[config.mk]
export PLATFORM = sky130hd
export DESIGN_NAME = aftab_seq_divider
export DESIGN_NICKNAME = d
export VERILOG_FILES = /design/src/rtl/aftab_seq_divider.sv
export SDC_FILE = /design/constraint.sdc
export NUM_CORES = 1
export LEC_CHECK = 0
export ABC_CLOCK_PERIOD_IN_PS = 6600
export CORE_ASPECT_RATIO = 0.9
export CORE_UTILIZATION = 55
export DETAILED_ROUTE_END_ITERATION = 10
export GPL_TIMING_DRIVEN = 0
export PLACE_DENSITY = 0.77
export SYNTH_ARGS = -nofsm -noshare
export SYNTH_HDL_FRONTEND = slang
export SYNTH_SLANG_ARGS = --single-unit
[constraint.sdc]
create_clock -name clk -period 6.6 [get_ports clk]
set_clock_uncertainty 0.05 [all_clocks]
set_input_delay 1.98 -clock clk [delete_from_list [all_inputs] [get_ports clk]]
set_output_delay 1.98 -clock clk [all_outputs]
set_load 0.05 [all_outputs]
[src/rtl/aftab_seq_divider.sv]
// Multi-cycle restoring divider (DIV/DIVU/REM/REMU) with start/busy/done handshake.
// Optional abort input enabled by defining AFTAB_SEQ_DIVIDER_ABORT_EN.
module aftab_seq_divider #(
  parameter int size = 32
) (
  input  logic            clk,
  input  logic            rst,
  input  logic            start,
  input  logic            signed_op,
  input  logic [size-1:0] dividend,
  input  logic [size-1:0] divisor,
`ifdef AFTAB_SEQ_DIVIDER_ABORT_EN
  input  logic            abort,
`endif
  output logic [size-1:0] quotient,
  output logic [size-1:0] remainder,
  output logic            busy,
  output logic            done
);

  localparam int cw = $clog2(size + 1);

  typedef enum logic [1:0] {IDLE, CALC, FIX, DONE} state_t;

  state_t          state_reg;
  logic [size-1:0] a_reg;
  logic [size-1:0] b_reg;
  logic [size-1:0] p_reg;
  logic [size-1:0] orig_reg;
  logic [cw-1:0]   counter_reg;
  logic            q_neg_reg;
  logic            r_neg_reg;
  logic            div0_reg;
  logic            ovf_reg;

  logic [size:0]   p_shift;
  logic [size:0]   trial;
  logic [size-1:0] dividend_mag;
  logic [size-1:0] divisor_mag;
  logic            is_div0;
  logic            is_ovf;
  logic            abort_hit;

  assign p_shift      = {p_reg, a_reg[size-1]};
  assign trial        = p_shift - {1'b0, b_reg};
  assign dividend_mag = (signed_op & dividend[size-1]) ? -dividend : dividend;
  assign divisor_mag  = (signed_op & divisor[size-1])  ? -divisor  : divisor;
  assign is_div0      = (divisor == '0);
  assign is_ovf       = signed_op & (dividend == {1'b1, {(size-1){1'b0}}}) & (divisor == '1);

`ifdef AFTAB_SEQ_DIVIDER_ABORT_EN
  assign abort_hit = abort;
`else
  assign abort_hit = 1'b0;
`endif

  always_ff @(posedge clk or negedge rst) begin
    if (!rst) begin
      state_reg   <= IDLE;
      a_reg       <= '0;
      b_reg       <= '0;
      p_reg       <= '0;
      orig_reg    <= '0;
      counter_reg <= '0;
      q_neg_reg   <= 1'b0;
      r_neg_reg   <= 1'b0;
      div0_reg    <= 1'b0;
      ovf_reg     <= 1'b0;
      quotient    <= '0;
      remainder   <= '0;
      busy        <= 1'b0;
      done        <= 1'b0;
    end else begin
      case (state_reg)
        IDLE, DONE: begin
          done <= 1'b0;
          if (start) begin
            a_reg       <= dividend_mag;
            b_reg       <= divisor_mag;
            p_reg       <= '0;
            orig_reg    <= dividend;
            q_neg_reg   <= signed_op & (dividend[size-1] ^ divisor[size-1]);
            r_neg_reg   <= signed_op & dividend[size-1];
            div0_reg    <= is_div0;
            ovf_reg     <= is_ovf;
            counter_reg <= cw'(size);
            busy        <= 1'b1;
            state_reg   <= (is_div0 | is_ovf) ? FIX : CALC;
          end else begin
            busy      <= 1'b0;
            state_reg <= IDLE;
          end
        end
        CALC: begin
          if (abort_hit) begin
            busy      <= 1'b0;
            state_reg <= IDLE;
          end else begin
            // Restoring step: keep the trial only when it did not go negative.
            if (!trial[size]) begin
              p_reg <= trial[size-1:0];
              a_reg <= {a_reg[size-2:0], 1'b1};
            end else begin
              p_reg <= p_shift[size-1:0];
              a_reg <= {a_reg[size-2:0], 1'b0};
            end
            counter_reg <= counter_reg - cw'(1);
            if (counter_reg == cw'(1))
              state_reg <= FIX;
          end
        end
        FIX: begin
          busy <= 1'b0;
          if (abort_hit) begin
            state_reg <= IDLE;
          end else begin
            if (div0_reg) begin
              quotient  <= '1;
              remainder <= orig_reg;
            end else if (ovf_reg) begin
              quotient  <= orig_reg;
              remainder <= '0;
            end else begin
              quotient  <= q_neg_reg ? -a_reg : a_reg;
              remainder <= r_neg_reg ? -p_reg : p_reg;
            end
            done      <= 1'b1;
            state_reg <= DONE;
          end
        end
        default: begin
          busy      <= 1'b0;
          done      <= 1'b0;
          state_reg <= IDLE;
        end
      endcase
    end
  end

endmodule
# ---- Yosys cells after proc, flatten, opt, wreduce, memory -nomap -nowiden
# Index checks and enable logic that the tools add are counted.
dict set report word_totals {
  ff_bits 206
  latch_bits 0
  ram_bits 0
  mem_bits_ro 0
  input_bits 68
  out_inout_bits 66
  word_cells 65
  n_memories 0
}
dict set report classes {
  n_addsub 6
  mul 0
  div_mod_pow 0
  order_cmp 0
  n_eq_ne 8
  n_shift 0
  muxes 23
  n_bitwise 7
  n_reduce_logical 7
}
# cell count
set ops {}
lappend ops {{$mux 32} 11}
lappend ops {{$neg 32->32} 4}
lappend ops {{$pmux 32 s2} 2}
lappend ops {{$eq 32x32->1 const B} 2}
lappend ops {{$sub 33x32->33} 1}
lappend ops {{$logic_not 32->1} 1}
lappend ops {{$pmux 6 s2} 1}
lappend ops {{$eq 6x1->1 const B} 1}
lappend ops {{$mux 2} 3}
lappend ops {{$mux 6} 1}
lappend ops {{$pmux 2 s3} 1}
lappend ops {{$sub 6x1->6 const B} 1}
lappend ops {{$and 1x1->1} 5}
lappend ops {{$eq 2x2->1 const B} 2}
lappend ops {{$ne 2x2->1 const B} 2}
lappend ops {{$pmux 1 s2} 2}
lappend ops {{$reduce_and 2->1} 2}
lappend ops {{$reduce_bool 2->1} 2}
lappend ops {{$eq 2x1->1 const B} 1}
lappend ops {{$logic_not 2->1} 1}
lappend ops {{$mux 1} 2}
lappend ops {{$reduce_or 2->1} 1}
lappend ops {{$or 1x1->1} 1}
lappend ops {{$xor 1x1->1} 1}

# ---- Depth between registers and ports, before layout
# Gate-level depths: netlist (run 1).
dict set report depth {
  ltp_word 7
  depth_mapped 13
  mapped_depth_nobuf 12
}

# ---- Worst setup path after synthesis (run 1)
# OpenSTA, ideal clock, no wires.
dict set report synth_path {
  path_kind {input to register}
  start {in divisor[6]}
  end {reg b_reg[29]}
  setup_ns 0.135
  arrival_time_ns 4.143
  t_required_ns 6.415
  path_slack_ns 2.272
  path_stages 8
  n_path_buf 0
  cell_sequence {or4_1 -> nor4b_1 -> nor3b_1 -> nand2_1 -> or2_2 -> o31ai_1 -> xor2_1 -> o21ai_0}
}
dict set report synth_between {
  elab_chain_cells 2
}
# item line
set synth_lines {}
lappend synth_lines {{from (decl)} 11} ;# input logic [size-1:0] divisor,
lappend synth_lines {{$neg 32->32} 47} ;# assign divisor_mag = (signed_op & divisor[size-1]) ? -divisor : divisor;
lappend synth_lines {{$mux 32} 47}
lappend synth_lines {{to (signal assigned)} 79} ;# b_reg <= divisor_mag;
lappend synth_lines {{to (decl)} 27} ;# logic [size-1:0] b_reg;
# No other way between the ends.
# A chain may end at the register's enable or synchronous reset.

# ---- Final worst setup path (run 1)
dict set report layout_path {
  start {in dividend[12]}
  end {reg a_reg[30]}
}
dict set report layout_between {
  elab_chain_cells 4
}
# item line
set layout_lines {}
lappend layout_lines {{from (decl)} 10} ;# input logic [size-1:0] dividend,
lappend layout_lines {{$neg 32->32} 46} ;# assign dividend_mag = (signed_op & dividend[size-1]) ? -dividend : dividend;
lappend layout_lines {{$mux 32} 46}
lappend layout_lines {{$mux 32} 77} ;# if (start) begin
lappend layout_lines {{$pmux 32 s2} 74} ;# case (state_reg)
lappend layout_lines {{to (signal assigned)} 78} ;# a_reg <= dividend_mag;
lappend layout_lines {{to (signal assigned)} 102} ;# a_reg <= {a_reg[size-2:0], 1'b1};
lappend layout_lines {{to (signal assigned)} 105} ;# a_reg <= {a_reg[size-2:0], 1'b0};
lappend layout_lines {{to (decl)} 26} ;# logic [size-1:0] a_reg;
# No other way between the ends. The select of a mux whose other input is x is not followed.

==> results of run 1 <==
metrics by stage:
stage	setup TNS [ns]	hold WS (ns)	setup WS [ns]	cell area [um^2]
2_1_floorplan	0	0.400	2.27	13300
3_3_place_gp	-1069.20	0.410	-5.21	15000
3_5_place_dp	0	0.419	0.968	15100
4_1_cts	0	0.432	1.51	15900
5_1_grt	0	0.456	1.29	15900
6_report	0	0.427	1.41	15900
where the power goes:
group / switching, mW / internal [mW]
Sequential: 0.586 / 1.84
Clock: 0.570 / 0.830
Combinational: 3.38 / 1.84
synth_stat cells, types with 3 or more instances:
cell type	count
a211oi_1	6
a21o_1	11
a21oi_1	140
a221oi_1	20
a31oi_1	11
a32oi_1	6
and2_1	3
and3_1	5
buf_1	4
buf_2	3
buf_6	3
clkbuf_1	71
clkbuf_8	3
dfrtp_1	206
ha_1	42
inv_1	54
mux2_2	37
mux2i_1	34
nand2_1	183
nand2b_1	9
nand3_1	15
nand4_1	14
nor2_1	173
nor2b_1	10
nor3_1	33
nor4_1	12
o211ai_1	4
o21a_1	5
o21ai_0	165
o21ai_1	4
o21bai_1	4
o22a_1	6
o22ai_1	12
o31ai_1	34
o41ai_1	12
or2_2	7
or3_1	18
or4_1	8
or4_4	3
xnor2_1	81
xor2_1	66
cell families (layout without fill, tap and decap cells):
kind of cell	after synthesis	in the layout	share of synthesized area, %
adder cells (fa/ha/maj)	43	43	4.09
buffers and inverters	141	319	4.45
XOR/XNOR	147	147	9.66
AO/OA/AOI/OAI	458	458	20.5
AND/OR/NAND/NOR	504	504	17.0
flip-flops	206	206	38.7
multiplexers	71	71	5.68
how the worst max path moves through the flow:
stage / startpoint / end / slack [ns] / cells past startpoint
final: dividend[12] / a_reg[30] / 1.41 / 10
after global routing: dividend[12] / a_reg[30] / 1.29 / 10
after CTS: dividend[12] / a_reg[30] / 1.51 / 10
after detailed placement: dividend[12] / a_reg[30] / 0.97 / 10
after global placement: rst / quotient[22] / -5.21 / 1
after floorplan: divisor[6] / b_reg[29] / 2.27 / 8
tightest hold or removal path, cell delays in order, from the launching register on:
cell	delay (ns)
dfrtp_1	0.34
nand2_1	0.05
o21ai_0	0.06
routing by layer:
layer  share of wire, %  wire length, um
met4                2.8             1240
met1                 45            19600
met3                 12             5030
met2                 41            17900
met5              0.030               13
area by class of cell:
type | count | area share [%]
multi-input cells | 1223 | 47.7
flip-flops and latches | 206 | 32.4
repair buffers | 134 | 8.58
clock buffers | 32 | 4.42
plain buffers | 86 | 2.43
well taps | 302 | 2.38
inverters | 55 | 1.30
clock inverters | 12 | 0.811
==> run metrics, run 1 <==
status complete, but fails checks; failing checks DRC; Max Cap Violations 0; post-layout min period 5.19 ns; Cell Count, Final, Fillers Out about 2100; Synth area leaders dfrtp_1 39%, o21ai_0 6.2%, xnor2_1 5.3%; asr flop ratio synth 100%; Gate Count Post-Synth ~1600; Yosys warning count 0; Mapped Area 13300 um^2; All-Layer GR Usage roughly a third; Post-Syn Nets 1681; most frequent cells in the layout 206 x dfrtp_1, 183 x nand2_1, 173 x nor2_1, 165 x o21ai_0, 140 x a21oi_1; Filler cells approximately 2000; WL/cell between 20 and 25 um; number of routed nets with antenna violations 0; DR iter-0 viols between 1000 and 1500; R2R Path End p_reg[30]; clock root cell clkbuf_16; clk_lat worst skew about 0.53 ns; max_slew headroom roughly 38%; worst r2r src a_reg[31]; GR Layer Usage met1 ~50%; LEAKAGE between 6 and 7 nW; Setup Buffers After CTS 0; worst hold path cell count 2; Crit path required time approximately 7.0 ns; DRT Pass-1 Iters 8; DIE WIDTH between 150 and 200 um; GRT busiest layer met1; post-synthesis sequential area ratio 38.7%; PortBufs 133; hold crit path type flip-flop to flip-flop; CP max FO 7; Final HPWL DP 33100 um; H-Tree Depth 1; final core utilization roughly two thirds; via count about 13000; Yosys reg bits 206; max incr delay on CP 0.63 ns; boundary pin count 134; most common cell after layout, fill and taps aside dfrtp_1; Rows 53; delay-heaviest family, CP simple AND/OR/NAND/NOR gates; Core Box Area ~24000 um^2; prevailing post-synth register cell dfrtp_1; Post-CTS Resized 0; Final Setup Violations 0; initial antenna violation count 1; hold_buf cts 0; register area between 5000 and 6000 um^2; die area 24900 um^2; R2R setup slack 2.54 ns; Reg2Reg Depth 13; Synth top area share 38.7%; Area Growth Syn to Fin 19.3%; placed insts between 2000 and 2500; multi-input logic area 7580 um^2; Crit-path slowest cell or4_1; layout cells sized above 1 between 6 and 7%; Diodes inserted 0; first-pass GRT wire length approximately 67000 um; RSZ-0062 raised after global routing no; top achievable clock speed slightly below 200 MHz; Die H 150 um; DR DRC count 12; fin crit share 78.6%; PwrDens ~570 nW/um^2; worst-path cell chain clkdlybuf4s50_1 -> or4_1 -> nor4b_1 -> nand2b_1 -> nor3_1 -> nand3_1 -> o31ai_1 -> xnor2_1 -> nor2_1 -> o21ai_0; arrival time worst endpoint 5.59 ns; leading area contributor after synthesis dfrtp_1; cts bufs inserted 24; Setup Crit Path Kind input port to flip-flop; min-delay src b_reg[15]; Tot Pwr about 9 mW; crit path launch type input port; Hold EP b_reg[15]; # nets final 1841; Post-Route WL 43700 um; Worst Tran Pin Value 0.933 ns; Max VDD drop roughly 410 uV; Sink Count 206; CTS tree yes; Post-synth EDFFs 0; Max Transition Viols Final 0; vias in the first global route around 12000; vias per cell around 6.2; largest net degree at the start of global routing about 120; met2 Usage GRT 49.8%; Final Hold Fails 0; routability cong. roughly 0.96; remaining global-route overflow 0; met3 Track Usage GR 10.1%; Clk pin slew, worst setup/hold paths around 0.06 ns; Critical Path End Type flip-flop; Avg Cell Area, Syn about 8.5 um^2; Initial Utilization a little under three fifths; Cell variety after synth between 60 and 70; Bufs and invs on worst path 1; Longest Clk Path Bufs 3
Note: power is estimated with default switching activity, not from simulation.
==> run 2: changes to the inputs <==
--- a/config.mk
+++ b/config.mk
@@ -5,7 +5,7 @@
 export SDC_FILE = /design/constraint.sdc
 export NUM_CORES = 1
 export LEC_CHECK = 0
-export ABC_CLOCK_PERIOD_IN_PS = 6600
+export ABC_CLOCK_PERIOD_IN_PS = 5150
 export CORE_ASPECT_RATIO = 0.9
 export CORE_UTILIZATION = 55
 export DETAILED_ROUTE_END_ITERATION = 10
==> constraint.sdc (replaced) <==
create_clock -name clk -period 5.15 [get_ports clk]
set_clock_uncertainty 0.05 [all_clocks]
set_input_delay 1.545 -clock clk [delete_from_list [all_inputs] [get_ports clk]]
set_output_delay 1.545 -clock clk [all_outputs]
set_load 0.05 [all_outputs]
==> results of run 2 <==
Same layout as run 1 (identical final DEF). Status: complete, but fails checks: DRC.
Among the figures that moved: setup slack after placement 0.968 ns -> -0.0468 ns; setup slack after layout 1.41 ns -> 0.398 ns; register-to-register setup slack 2.54 ns -> 1.09 ns; total power 9.04 mW -> 11.6 mW; worst IR drop on VDD 406 uV -> 521 uV
==> run 3: changes to the inputs <==
--- a/config.mk
+++ b/config.mk
@@ -6,11 +6,14 @@
 export NUM_CORES = 1
 export LEC_CHECK = 0
 export ABC_CLOCK_PERIOD_IN_PS = 5150
+export CELL_PAD_IN_SITES_DETAIL_PLACEMENT = 0
+export CELL_PAD_IN_SITES_GLOBAL_PLACEMENT = 1
 export CORE_ASPECT_RATIO = 0.9
-export CORE_UTILIZATION = 55
+export CORE_UTILIZATION = 44
 export DETAILED_ROUTE_END_ITERATION = 10
 export GPL_TIMING_DRIVEN = 0
-export PLACE_DENSITY = 0.77
+export PLACE_DENSITY_LB_ADDON = 0.1
 export SYNTH_ARGS = -nofsm -noshare
 export SYNTH_HDL_FRONTEND = slang
 export SYNTH_SLANG_ARGS = --single-unit
+export TNS_END_PERCENT = 10
==> run metrics, run 3 (same netlist as run 1, synthesis figures left out) <==
H-Tree Depth 1 (unchanged); vias per cell 5.77 (-7.2%); LEAKAGE 6.73 nW (-0.41%); DR iter-0 viols 1360 (+9.3%); multi-input logic area 7580 um^2 (unchanged); met3 Track Usage GR 4.22% (-5.8 points); worst-path cell chain clkdlybuf4s50_1 -> or4_1 -> nor4b_1 -> nand2b_1 -> nor3_1 -> nand3_1 -> o31ai_1 -> xnor2_1 -> nor2_1 -> o21ai_0; Diodes inserted 0 (unchanged); routability cong. 0.911 (-5.6%); Final Setup Violations 0 (unchanged); GR Layer Usage met1 48.1% (-3.0 points); Final Hold Fails 0 (unchanged); Filler cells 2822 (+43%); clock root cell clkbuf_16; Crit-path slowest cell or4_1; final core utilization 53.7% (-14 points); PwrDens between 700 and 800 nW/um^2; post-place instance area 15200 um^2 (+0.84%); Place WS ~0.18 ns; Longest Clk Path Bufs 3 (unchanged); hold_buf cts 0 (unchanged); largest net degree at the start of global routing 119 (-1.7%); Max VDD drop between 400 and 500 uV; All-Layer GR Usage 30.1% (-5.1 points); CP max FO 7 (unchanged); top achievable clock speed 223 MHz; max incr delay on CP 0.64 ns (about the same); Setup Crit Path Kind input port to flip-flop; Core Box Area 29800 um^2 (+27%); DRT Pass-1 Iters 8 (unchanged); arrival time worst endpoint just under 5 ns; max_slew headroom 34.4% (-3.4 points); most frequent cells in the layout 206 x dfrtp_1, 183 x nand2_1, 173 x nor2_1, 165 x o21ai_0, 140 x a21oi_1; setup ws final 0.673 ns; Area Growth Syn to Fin 20.0%; met2 Usage GRT 41.3% (-8.5 points); number of routed nets with antenna violations 0 (unchanged); Crit path required time between 5 and 6 ns; Post-CTS Resized 0 (unchanged); RSZ-0062 raised after global routing no; Worst Tran Pin Value 0.969 ns (+0.0354 ns); Max Transition Viols Final 0 (unchanged); Critical Path End Type flip-flop; fin crit share 86.9%; status complete, but fails checks; design area 16000 um^2 (+0.62%); remaining global-route overflow 0 (unchanged); post-layout min period 4.48 ns; first-pass GRT wire length 70600 um (+5.2%); Post-Route WL 46100 um (+5.4%); boundary pin count 134 (unchanged); cts bufs inserted 25 (+4.2%); hold crit path type flip-flop to flip-flop; clk_lat worst skew 0.53 ns (about the same); vias in the first global route 11700 (-1.0%); Setup Buffers After CTS 0 (unchanged); register area 5150 um^2 (unchanged); Die H 167 um (+12%); die area 31000 um^2 (+25%); CTS tree yes; crit path launch type input port; Rows 60 (+13%); PortBufs 133 (unchanged); DR DRC count 1 (-11); Initial Utilization 44.7% (-12 points); DIE WIDTH 185 um (+12%); GRT busiest layer met1; failing checks DRC; layout cells sized above 1 6.07% (-0.23 points); Clk pin slew, worst setup/hold paths 0.06 ns (about the same); WL/cell 21.4 um (+0.52%); Final HPWL DP 35300 um (+6.6%); via count 12400 (-2.7%); initial antenna violation count 0 (-1); Max Cap Violations 0 (unchanged); # nets final 1842 (+0.054%); Fin Setup TNS 0 ns (unchanged); Sink Count 206 (unchanged); most common cell after layout, fill and taps aside dfrtp_1
-- run 3: cell count changes in the layout (fill, tap and decap cells not counted) --
cell,delta
clkbuf_1,+3
clkinv_2,-3
clkbuf_8,-2
clkinvlp_4,+2
clkinv_4,-1
inv_6,+1
inv_8,-1
-- run 3: cell type report --
class	instances	share of cell area, %
multi-input cells	1223	47.4
flip-flops and latches	206	32.2
repair buffers	134	8.53
clock buffers	33	4.29
well taps	403	3.15
plain buffers	86	2.42
inverters	55	1.29
clock inverters	10	0.735
-- run 3: report_power, final --
group	leakage, nW	internal, mW	total (mW)	switching [mW]
sequential	2.52	2.36	3.10	0.741
combinational	3.83	2.35	6.75	4.39
clock	0.381	1.04	1.77	0.733
-- run 3: worst max-delay path, delay by kind of cell --
kind                      cells  cell delay (ns)
AOI/OAI and AO/OA             2             0.50
buffers and inverters         1             0.55
xor gates and xnor gates      1             0.18
and+or+nand+nor               6             2.09
-- run 3: through the flow --
step	instances	power, mW	hold slack, ns
6_report	2150	11.6	0.428
5_1_grt	2150	12.3	0.454
4_1_cts	2150	11.5	0.435
3_5_place_dp	2107	9.73	0.421
3_3_place_gp	2106	9.65	0.414
2_1_floorplan	1570	7.43	0.400
-- run 3: routing by layer --
metal,wire length [um],share of wire [%]
met5,0,0
met4,1280,2.8
met3,3360,7.3
met2,18400,40
met1,23100,50
-- run 3: path summary, 6_finish.rpt --
kind	from	endpoint	slack, ns	depth (start not counted)
worst max-delay path	dividend[12]	a_reg[30]	0.67	10
worst max register to register	a_reg[31]	p_reg[24]	0.98	13
worst min register to register	b_reg[26]	b_reg[26]	0.43	2
worst min-delay path	b_reg[26]	b_reg[26]	0.43	2
min in group asynchronous	rst	p_reg[12]	0.96	1
max in group asynchronous	rst	a_reg[11]	2.99	2
